===== config.mk =====
export PLATFORM = sky130hd
export DESIGN_NAME = rw_stage_pipelined_flat
export DESIGN_NICKNAME = d
export VERILOG_FILES = /design/src/rtl/rw_stage_pipelined_pkg.sv /design/src/rtl/rw_stage_pipelined_if.sv /design/src/rtl/rw_stage_pipelined_pipe_reg.sv /design/src/rtl/rw_stage_pipelined.sv /design/src/flat_wrapper.sv
export SDC_FILE = /design/constraint.sdc
export NUM_CORES = 1
export LEC_CHECK = 0
export ABC_AREA = 1
export BUFFER_PORTS_ARGS = -buffer_cell sky130_fd_sc_hd__buf_2
export CAP_MARGIN = 0
export CELL_PAD_IN_SITES_DETAIL_PLACEMENT = 1
export CELL_PAD_IN_SITES_GLOBAL_PLACEMENT = 1
export CORE_UTILIZATION = 40
export CTS_CLUSTER_SIZE = 28
export DETAILED_ROUTE_END_ITERATION = 6
export PLACE_DENSITY = 0.92
export SLEW_MARGIN = 10
export SYNTH_ARGS = -nofsm -noshare
export SYNTH_HDL_FRONTEND = slang
export SYNTH_HIERARCHICAL = 1
export SYNTH_SLANG_ARGS = --single-unit

===== constraint.sdc =====
create_clock -name clk -period 2.9 [get_ports clk]
set_input_delay 0.58 -clock clk [delete_from_list [all_inputs] [get_ports clk]]
set_output_delay 0.58 -clock clk [all_outputs]
set_load 0.05 [all_outputs]

===== src/rtl/rw_stage_pipelined_pkg.sv =====
// rtl/rw_stage_pipelined_pkg.sv - rw_pkg: result-select enum and default stage constants
package rw_pkg;

    typedef enum logic [1:0] {
        SEL_ALU,
        SEL_LD,
        SEL_PC
    } rw_sel_e;

    localparam int RW_IS_LD_B   = 1;
    localparam int RW_IS_WB_B   = 6;
    localparam int RW_IS_CALL_B = 8;
    localparam int RW_RA_IDX    = 15;
    localparam int RW_PC_STEP   = 4;

endpackage


===== src/rtl/rw_stage_pipelined_if.sv =====
// rtl/rw_stage_pipelined_if.sv - MA->RW input bus and register-file write port; RW_BYPASS_EN adds forwarding compare
interface rw_stage_pipelined_if #(
    parameter int DATA_W = 32,
    parameter int REG_AW = 4,
    parameter int CTRL_W = 22,
    parameter int CNT_W  = 32
);
    logic              in_valid;
    logic [DATA_W-1:0] in_pc;
    logic [DATA_W-1:0] in_ld_result;
    logic [DATA_W-1:0] in_alu_result;
    logic [DATA_W-1:0] in_ir;
    logic [CTRL_W-1:0] in_ctrl;
    logic              stall;
    logic              flush;
    logic              wb_en;
    logic [REG_AW-1:0] wb_rd;
    logic [DATA_W-1:0] wb_data;
    logic              rw_valid;
    logic [CNT_W-1:0]  retired_cnt;
`ifdef RW_BYPASS_EN
    logic [REG_AW-1:0] fwd_ra_addr;
    logic [REG_AW-1:0] fwd_rb_addr;
    logic              fwd_ra_hit;
    logic              fwd_rb_hit;

    modport master (
        output in_valid, in_pc, in_ld_result, in_alu_result, in_ir, in_ctrl,
        output stall, flush, fwd_ra_addr, fwd_rb_addr,
        input  wb_en, wb_rd, wb_data, rw_valid, retired_cnt, fwd_ra_hit, fwd_rb_hit
    );
    modport slave (
        input  in_valid, in_pc, in_ld_result, in_alu_result, in_ir, in_ctrl,
        input  stall, flush, fwd_ra_addr, fwd_rb_addr,
        output wb_en, wb_rd, wb_data, rw_valid, retired_cnt, fwd_ra_hit, fwd_rb_hit
    );
`else
    modport master (
        output in_valid, in_pc, in_ld_result, in_alu_result, in_ir, in_ctrl,
        output stall, flush,
        input  wb_en, wb_rd, wb_data, rw_valid, retired_cnt
    );
    modport slave (
        input  in_valid, in_pc, in_ld_result, in_alu_result, in_ir, in_ctrl,
        input  stall, flush,
        output wb_en, wb_rd, wb_data, rw_valid, retired_cnt
    );
`endif
endinterface


===== src/rtl/rw_stage_pipelined_pipe_reg.sv =====
// rtl/rw_stage_pipelined_pipe_reg.sv - rw_pipe_reg: valid + payload register, reset > flush > stall > load
module rw_pipe_reg #(
    parameter int PAY_W = 1
) (
    input  logic             clk,
    input  logic             reset,
    input  logic             stall,
    input  logic             flush,
    input  logic             in_valid,
    input  logic [PAY_W-1:0] in_payload,
    output logic             valid,
    output logic [PAY_W-1:0] payload
);

    // Flush only clears valid; payload is don't-care once invalid, so it is left alone.
    always_ff @(posedge clk) begin
        if (reset) begin
            valid   <= 1'b0;
            payload <= '0;
        end else if (flush) begin
            valid   <= 1'b0;
        end else if (!stall) begin
            valid   <= in_valid;
            payload <= in_payload;
        end
    end

endmodule


===== src/rtl/rw_stage_pipelined.sv =====
// rtl/rw_stage_pipelined.sv - register-writeback stage with MA->RW register; RW_BYPASS_EN enables fwd_* compare
module rw_stage_pipelined
    import rw_pkg::*;
#(
    parameter int DATA_W    = 32,
    parameter int REG_AW    = 4,
    parameter int CTRL_W    = 22,
    parameter int IS_LD_B   = RW_IS_LD_B,
    parameter int IS_WB_B   = RW_IS_WB_B,
    parameter int IS_CALL_B = RW_IS_CALL_B,
    parameter int RD_LO     = 22,
    parameter int RA_IDX    = RW_RA_IDX,
    parameter int PC_STEP   = RW_PC_STEP,
    parameter int CNT_W     = 32
) (
    input  logic                 clk,
    input  logic                 reset,
    rw_stage_pipelined_if.slave  bus
);

    localparam int PAY_W = 4 * DATA_W + CTRL_W;

    logic              r_valid;
    logic [PAY_W-1:0]  pay_d;
    logic [PAY_W-1:0]  pay_q;
    logic [DATA_W-1:0] r_pc;
    logic [DATA_W-1:0] r_ld;
    logic [DATA_W-1:0] r_alu;
    logic [DATA_W-1:0] r_ir;
    logic [CTRL_W-1:0] r_ctrl;
    logic              is_ld;
    logic              is_wb;
    logic              is_call;
    rw_sel_e           sel;
    logic [DATA_W-1:0] wb_data_c;
    logic [REG_AW-1:0] wb_rd_c;
    logic [CNT_W-1:0]  cnt_q;
    logic              unused_fields;

    assign pay_d = {bus.in_pc, bus.in_ld_result, bus.in_alu_result, bus.in_ir, bus.in_ctrl};

    rw_pipe_reg #(.PAY_W(PAY_W)) u_pipe_reg (
        .clk        (clk),
        .reset      (reset),
        .stall      (bus.stall),
        .flush      (bus.flush),
        .in_valid   (bus.in_valid),
        .in_payload (pay_d),
        .valid      (r_valid),
        .payload    (pay_q)
    );

    assign {r_pc, r_ld, r_alu, r_ir, r_ctrl} = pay_q;

    // Only a few IR/ctrl bits are decoded; the rest are carried but not consumed here.
    assign unused_fields = ^{r_ir, r_ctrl};

    assign is_ld   = r_ctrl[IS_LD_B];
    assign is_wb   = r_ctrl[IS_WB_B];
    assign is_call = r_ctrl[IS_CALL_B];

    // Result select: a call always links, even if the load bit is also set.
    always_comb begin
        sel = SEL_ALU;
        if (is_call) begin
            sel = SEL_PC;
        end else if (is_ld) begin
            sel = SEL_LD;
        end
    end

    // Writeback data mux; the link address wraps modulo 2^DATA_W.
    always_comb begin
        wb_data_c = r_alu;
        case (sel)
            SEL_PC:  wb_data_c = r_pc + DATA_W'(PC_STEP);
            SEL_LD:  wb_data_c = r_ld;
            default: wb_data_c = r_alu;
        endcase
    end

    assign wb_rd_c = is_call ? REG_AW'(RA_IDX) : r_ir[RD_LO+REG_AW-1:RD_LO];

    // Count an instruction on the edge it leaves the stage; flushed or held ones don't count.
    always_ff @(posedge clk) begin
        if (reset) begin
            cnt_q <= '0;
        end else if (r_valid && !bus.stall && !bus.flush) begin
            cnt_q <= cnt_q + CNT_W'(1);
        end
    end

    // Write is masked during stall so a held instruction writes once, on its last cycle.
    assign bus.wb_en       = r_valid & is_wb & ~bus.stall;
    assign bus.wb_rd       = wb_rd_c;
    assign bus.wb_data     = wb_data_c;
    assign bus.rw_valid    = r_valid;
    assign bus.retired_cnt = cnt_q;

`ifdef RW_BYPASS_EN
    // Hits ignore stall: the pending value on wb_data is already final.
    assign bus.fwd_ra_hit = r_valid & is_wb & (bus.fwd_ra_addr == wb_rd_c);
    assign bus.fwd_rb_hit = r_valid & is_wb & (bus.fwd_rb_addr == wb_rd_c);
`endif

endmodule


===== src/flat_wrapper.sv =====
// flat-port wrapper written by rule: the top's interface ports become plain ports
module rw_stage_pipelined_flat import rw_pkg::*;
#(
    parameter int DATA_W    = 32,
    parameter int REG_AW    = 4,
    parameter int CTRL_W    = 22,
    parameter int IS_LD_B   = RW_IS_LD_B,
    parameter int IS_WB_B   = RW_IS_WB_B,
    parameter int IS_CALL_B = RW_IS_CALL_B,
    parameter int RD_LO     = 22,
    parameter int RA_IDX    = RW_RA_IDX,
    parameter int PC_STEP   = RW_PC_STEP,
    parameter int CNT_W     = 32
)
  (clk, reset, bus_in_valid, bus_in_pc, bus_in_ld_result, bus_in_alu_result, bus_in_ir, bus_in_ctrl, bus_stall, bus_flush, bus_wb_en, bus_wb_rd, bus_wb_data, bus_rw_valid, bus_retired_cnt);
  rw_stage_pipelined_if #(.DATA_W(DATA_W), .REG_AW(REG_AW), .CTRL_W(CTRL_W), .CNT_W(CNT_W)) bus_i ();
  input  logic clk;
  input  logic reset;
  input wire logic [$bits(bus_i.in_valid)-1:0] bus_in_valid;
  input wire logic [$bits(bus_i.in_pc)-1:0] bus_in_pc;
  input wire logic [$bits(bus_i.in_ld_result)-1:0] bus_in_ld_result;
  input wire logic [$bits(bus_i.in_alu_result)-1:0] bus_in_alu_result;
  input wire logic [$bits(bus_i.in_ir)-1:0] bus_in_ir;
  input wire logic [$bits(bus_i.in_ctrl)-1:0] bus_in_ctrl;
  input wire logic [$bits(bus_i.stall)-1:0] bus_stall;
  input wire logic [$bits(bus_i.flush)-1:0] bus_flush;
  output wire logic [$bits(bus_i.wb_en)-1:0] bus_wb_en;
  output wire logic [$bits(bus_i.wb_rd)-1:0] bus_wb_rd;
  output wire logic [$bits(bus_i.wb_data)-1:0] bus_wb_data;
  output wire logic [$bits(bus_i.rw_valid)-1:0] bus_rw_valid;
  output wire logic [$bits(bus_i.retired_cnt)-1:0] bus_retired_cnt;
  assign bus_i.in_valid = bus_in_valid;
  assign bus_i.in_pc = bus_in_pc;
  assign bus_i.in_ld_result = bus_in_ld_result;
  assign bus_i.in_alu_result = bus_in_alu_result;
  assign bus_i.in_ir = bus_in_ir;
  assign bus_i.in_ctrl = bus_in_ctrl;
  assign bus_i.stall = bus_stall;
  assign bus_i.flush = bus_flush;
  assign bus_wb_en = bus_i.wb_en;
  assign bus_wb_rd = bus_i.wb_rd;
  assign bus_wb_data = bus_i.wb_data;
  assign bus_rw_valid = bus_i.rw_valid;
  assign bus_retired_cnt = bus_i.retired_cnt;
  rw_stage_pipelined #(.DATA_W(DATA_W), .REG_AW(REG_AW), .CTRL_W(CTRL_W), .IS_LD_B(IS_LD_B), .IS_WB_B(IS_WB_B), .IS_CALL_B(IS_CALL_B), .RD_LO(RD_LO), .RA_IDX(RA_IDX), .PC_STEP(PC_STEP), .CNT_W(CNT_W)) u_core (.clk(clk), .reset(reset), .bus(bus_i));
endmodule

==> impl_results.md, run 1 <==
* Outcome: finished, final reports clean
* Overflow after GRT at 0
* Routability cong. at 0.894
* Fin nets at 1571
* CP Data Arrival Time at 2.18 ns
* RSZ-0062 raised after global routing: false
* H-tree Lvls at 4
* Critical Path RT at 2.32 ns
* Area Growth Syn to Fin at 19.5%
* Die height at 141 µm
* Drc violations at 0
* Hold Slack at 0.408 ns
* Slew Viols, Final at 0
* Crit share post-route at 0.952
* Worst Tran Pin Value at 0.630 ns
* Share of post-route cells with drive strength above 1 at 0.187
* Sw Ratio at 0.300
* Clk pwr share at 0.420
* PwrDens at 529 nW/µm²
* Antenna violations before repair at 0
* GRT Total Usage at 0.254
* Placeable Area at 18800 µm²
* Area after DPL at 8570 µm²
* Worst clock skew at 0.0153 ns
* WL/cell at 14.9 µm
* Via count at 8088
* Clock root buffer: clkbuf_16
* Hold Crit Class: input port to flop
* Startpoint types: flop
* Mapped Cells at 1260
* Total power at 4.86 mW
* Die ar. at 19800 µm²
* Final setup viols at 0
* Dpl ws at 0.462 ns
* CP startpoint: u_core/u_pipe_reg/payload[120]
* # port buffers at 177
* Psw at 1.46 mW
* Synth Cell Area at 7680 µm²
* WL final at 24.6 mm
* CTS buffer count at 17
* ANT nets after route at 0
* Worst-path clk slew at 0.06 ns
* Max Freq at 0.362 GHz
* Post-Syn Nets at 1417
* Sequential share of power at 0.421
* Clock sink total at 136
* RR Startpoint: u_core/bus.retired_cnt[0]
* Post-route cell area at 9180 µm²
* Relative slew margins at 0.580
* Element type at the critical path end: output port
* Comb pwr share at 0.159
* P_leak at 4.70 nW
* Yosys warnings at 6
* Setup CP Type: flop to output port
* Site row count at 50
* Vias in the first global route at 8081
* Worst-skew pair later-pin latency at 0.43 ns
* Detailed placement HPWL at 18.1 mm
* Largest net degree at the start of global routing at 102
* Hold Crit Start: bus_in_valid
* Maximum vdd drop at 0.409 mV
* IO Pins at 225
* TritonCTS clock tree: done
* Synth Area per Inst at 6.10 µm²
* Max-Cap Viols at 0
* ANT cells at 0
* Final WS setup at 0.139 ns
* Initial core utilization at 0.409
* Drt initial violations at 432
* Clock Tree Buf Depth at 2
* Final min period at 2.76 ns
* Final Hold Fails at 0
* Iteration count of the initial detailed-routing pass at 5
* First-pass GRT wire length at 39.5 mm
* Via-per-instance ratio at 4.88
* FILL cells at 2594
* DIE WIDTH at 141 µm
* TNS Setup at 0 ns
* Int Power at 3.40 mW
* CP max FO at 4
[worst max-delay path: stages (launching register included)]
cell and delay, ns:
dfxtp_2 0.39, ha_4 0.17, nand2_2 0.07, nor2_4 0.16, buf_4 0.14, nand2_1 0.06, inv_1 0.18, nand2_1 0.08
nand2_1 0.07, nand3_1 0.10, nand2_1 0.11, clkbuf_4 0.23
[stage by stage]
step / util / instances
after CTS: 0.486 / 1658
after global placement: 0.457 / 1628
final: 0.489 / 1659
after global routing: 0.489 / 1659
after detailed placement: 0.457 / 1628
after floorplan: - / 1260
[layout by cell type, fill, tap and decap left out, types with 5 or more instances in the layout]
cell and instances:
a21oi_1 18, a22o_1 11, buf_12 5, buf_2 172, buf_4 9, clkbuf_16 17, clkinv_2 5, clkinvlp_4 5
dfxtp_1 133, inv_1 192, nand2_1 383, nand2_2 5, nand3_1 70, nand3_2 5, nand4_1 15, nor2_1 282
nor2_2 12, nor2_4 8, nor3_1 10, o21ai_0 19, o21bai_1 5, or2_2 7, xor2_1 5
[timing repair]
item                       in CTS  in global routing
pin swaps                       0                  1
resized for setup               3                 17
hold buffers                    0                  0
setup endpoints to repair       5                 15
setup buffers                   0                  1
[area by class of cell]
cell class	count	area, µm²	share of cell area
timing repair buffer	190	1060	0.115
clock inverter	12	105	0.0114
tap	234	293	0.0319
multi-input combinational	875	3830	0.417
sequential	136	2730	0.297
clock buffer	18	439	0.0478
inverter	194	729	0.0794
[layer usage]
metal	part of all wire	GRT usage	up-vias
met1	0.43	0.293	3779
met4	0.025	0.0950	0
met2	0.51	0.466	196
met5	0	0	-
li1	-	-	4077
met3	0.038	0.0448	36
[sequential cells by signal, indices dropped and copies added, names as in the netlist]
name,count
u_core/bus.retired_cnt,32
u_core/u_pipe_reg/payload,103
u_core/u_pipe_reg/valid,1
[power groups by stage]
stage	sequential, mW	combinational, mW	clock (mW)
floorplan	2.06	0.566	0
global placement	2.08	0.743	0
detailed placement	2.08	0.764	0
CTS	2.04	0.774	2.09
global route	2.06	0.845	2.17
finish	2.05	0.771	2.04
[path summary, 6_finish.rpt]
check / slack [ns] / cells past startpoint / end
max: 0.14 / 11 / bus_wb_data[26]
min reg2reg: 0.48 / 2 / u_core/u_pipe_reg/payload[95]
min: 0.41 / 3 / u_core/u_pipe_reg/valid
max reg2reg: 1.18 / 8 / u_core/bus.retired_cnt[28]
(Power assumes the default switching activity.)
==> run 2, diff against run 1 <==
--- a/config.mk
+++ b/config.mk
@@ -15,4 +15,5 @@
 export DETAILED_ROUTE_END_ITERATION = 6
 export PLACE_DENSITY = 0.92
+export RECOVER_POWER = 100
 export SLEW_MARGIN = 10
 export SYNTH_ARGS = -nofsm -noshare
==> constraint.sdc (replaced) <==
create_clock -name clk -period 2.9 [get_ports clk]
set_input_delay 0.58 -clock clk [delete_from_list [all_inputs] [get_ports clk]]
set_output_delay 0.58 -clock clk [all_outputs]
set_load 0.1 [all_outputs]
==> run 2 against run 1 <==
Clock skew down 0.0085 ns. Non-clock buffer count down 1. Largest power group is now the clock network. Critical endpoint is now bus_wb_data[29]. Sequential power about the same. Via count up 1.5%.
==> impl_results.md, run 2 (synthesis gave the netlist of run 1 again) <==
* Drt initial violations at 381 (was 432)
* Most frequent cells in the layout: nand2_1, nor2_1, inv_1 (unchanged)
* WL/cell at 14.9 µm (about the same)
* Via count at 8213 (was 8088)
* Detailed placement HPWL at 18.2 mm (was 18.1 mm)
* Worst-path clk slew at 0.07 ns (was 0.06 ns)
* Worst clock skew at 0.00684 ns (was 0.0153 ns)
* Clock Tree Buf Depth at 2 (unchanged)
* Final setup viols at 0 (unchanged)
* Largest net degree at the start of global routing at 97 (was 102)
* Area Growth Syn to Fin at 20.2% (was 19.5%)
* IO Pins at 225 (unchanged)
* Vias in the first global route at 8328 (was 8081)
* R2r setup slk at 0.64 ns (was 1.18 ns)
* Maximum vdd drop at 0.424 mV (was 0.409 mV)
* Critical Path RT at 2.32 ns (about the same)
* GRT Total Usage at 0.257 (was 0.254)
* Outcome: finished, final reports clean (unchanged)
* Via-per-instance ratio at 4.94 (was 4.88)
* CTS buffer count at 17 (unchanged)
* Most flops, register: u_core/u_pipe_reg/payload (unchanged)
* Relative slew margins at 0.166 (was 0.580)
* Clock root buffer: clkbuf_16 (unchanged)
* Overflow after GRT at 0 (unchanged)
* Clock sink total at 136 (unchanged)
* Drc violations at 0 (unchanged)
* RSZ-0062 raised after global routing: true (was false)
* Site row count at 50 (unchanged)
* Element type at the critical path end: output port (unchanged)
* H-tree Lvls at 4 (unchanged)
* Total power at 5.37 mW (was 4.86 mW)
* Antenna violations before repair at 4 (was 0)
* Worst-skew pair later-pin latency at 0.43 ns (about the same)
* # port buffers at 177 (unchanged)
* Initial core utilization at 0.409 (unchanged)
* ANT nets after route at 0 (unchanged)
* Iteration count of the initial detailed-routing pass at 5 (unchanged)
* Crit share post-route at 0.961 (was 0.952)
* Fin nets at 1570 (was 1571)
* Final min period at 2.79 ns (was 2.76 ns)
* Share of post-route cells with drive strength above 1 at 0.161 (was 0.187)
* TritonCTS clock tree: done (unchanged)
* Die ar. at 19800 µm² (unchanged)
* Max-Cap Viols at 0 (unchanged)
* Max FFs per register at 103 (unchanged)
* Hold Crit Class: input port to flop (unchanged)
* Final Hold Fails at 0 (unchanged)
* Fin util at 0.492 (was 0.489)
* Slew Viols, Final at 0 (unchanged)
* Routability cong. at 0.922 (was 0.894)
* Placeable Area at 18800 µm² (unchanged)
* Setup CP Type: flop to output port (unchanged)
* Most common cell after layout, fill and taps aside: nand2_1 (unchanged)
* PwrDens at 581 nW/µm² (was 529 nW/µm²)
* CP max FO at 5 (was 4)
* P_leak at 4.57 nW (was 4.70 nW)
* CP Data Arrival Time at 2.21 ns (was 2.18 ns)
* Max Freq at 0.359 GHz (was 0.362 GHz)
* Final WS setup at 0.113 ns (was 0.139 ns)
* Dpl ws at 0.356 ns (was 0.462 ns)
* DIE WIDTH at 141 µm (unchanged)
* First-pass GRT wire length at 39.9 mm (was 39.5 mm)
* Worst Tran Pin Value at 1.25 ns (was 0.630 ns)
* Startpoint types: flop (unchanged)
* WL final at 24.9 mm (was 24.6 mm)
* Die height at 141 µm (unchanged)
## run 2: cell types whose count changed in the layout (fill, tap and decap cells not counted), sizes merged
cell / change
clkbuf: +51
buf: -52
inv: +1
clkinv: -3
diode: +4
clkinvlp: +1
bufinv: +3
## run 2: cell type report
| cell class | count | area, µm² |
|---|---|---|
| flip-flops and latches | 136 | 2730 |
| well taps | 234 | 293 |
| clock buffers | 18 | 429 |
| inverters | 194 | 729 |
| diodes | 4 | 10.0 |
| multi-input cells | 875 | 3780 |
| repair buffers | 189 | 1060 |
| fillers | 2614 | 9530 |
| clock inverters | 14 | 198 |
## run 2: metal layers
metal | up-vias | global-route usage | share of wire
met5 | - | 0 | 0
met4 | 0 | 0.0921 | 0.022
met1 | 3899 | 0.282 | 0.41
li1 | 4078 | - | -
met3 | 42 | 0.0574 | 0.048
met2 | 194 | 0.482 | 0.52
## run 2: critical path, stage by stage (launching register included)
cell	delay [ns]
dfxtp_1	0.42
nand2_1	0.16
nor2_2	0.25
nand2_1	0.12
nor2_2	0.20
nand2_1	0.08
nand2_1	0.06
nand3_1	0.06
nand2_1	0.10
clkbuf_4	0.33
## run 2: through the flow
| step | setup TNS, ns | cell area, µm² | hold slack, ns | std cells |
|---|---|---|---|---|
| after floorplan | -0.172 | 7710 | 0.444 | 1260 |
| after detailed placement | 0 | 8640 | 0.471 | 1627 |
| after global routing | -0.280 | 9230 | 0.410 | 1662 |
| after global placement | 0 | 8640 | 0.457 | 1627 |
| final | 0 | 9240 | 0.405 | 1664 |
| after CTS | 0 | 9290 | 0.390 | 1659 |
## run 2: final timing paths
kind	startpoint	endpoint	cells past startpoint
max	u_core/u_pipe_reg/payload[127]	bus_wb_data[29]	9
min reg2reg	u_core/u_pipe_reg/payload[97]	u_core/u_pipe_reg/payload[97]	2
min	bus_in_valid	u_core/u_pipe_reg/valid	3
max reg2reg	u_core/u_pipe_reg/valid	u_core/bus.retired_cnt[25]	7
## run 2: power by group
group / internal, mW / switching, mW / total, mW
logic: 0.269 / 0.718 / 0.987
registers: 1.97 / 0.0769 / 2.04
clock network: 1.44 / 0.896 / 2.34
total: 3.68 / 1.69 / 5.37
## run 2: repair_timing
action                                  4_1_cts  5_1_grt
resized for setup                            10       33
buffers inserted                              0        1
endpoints found under the setup margin        9       23
pin swaps                                     0        1
hold buffers                                  0        0
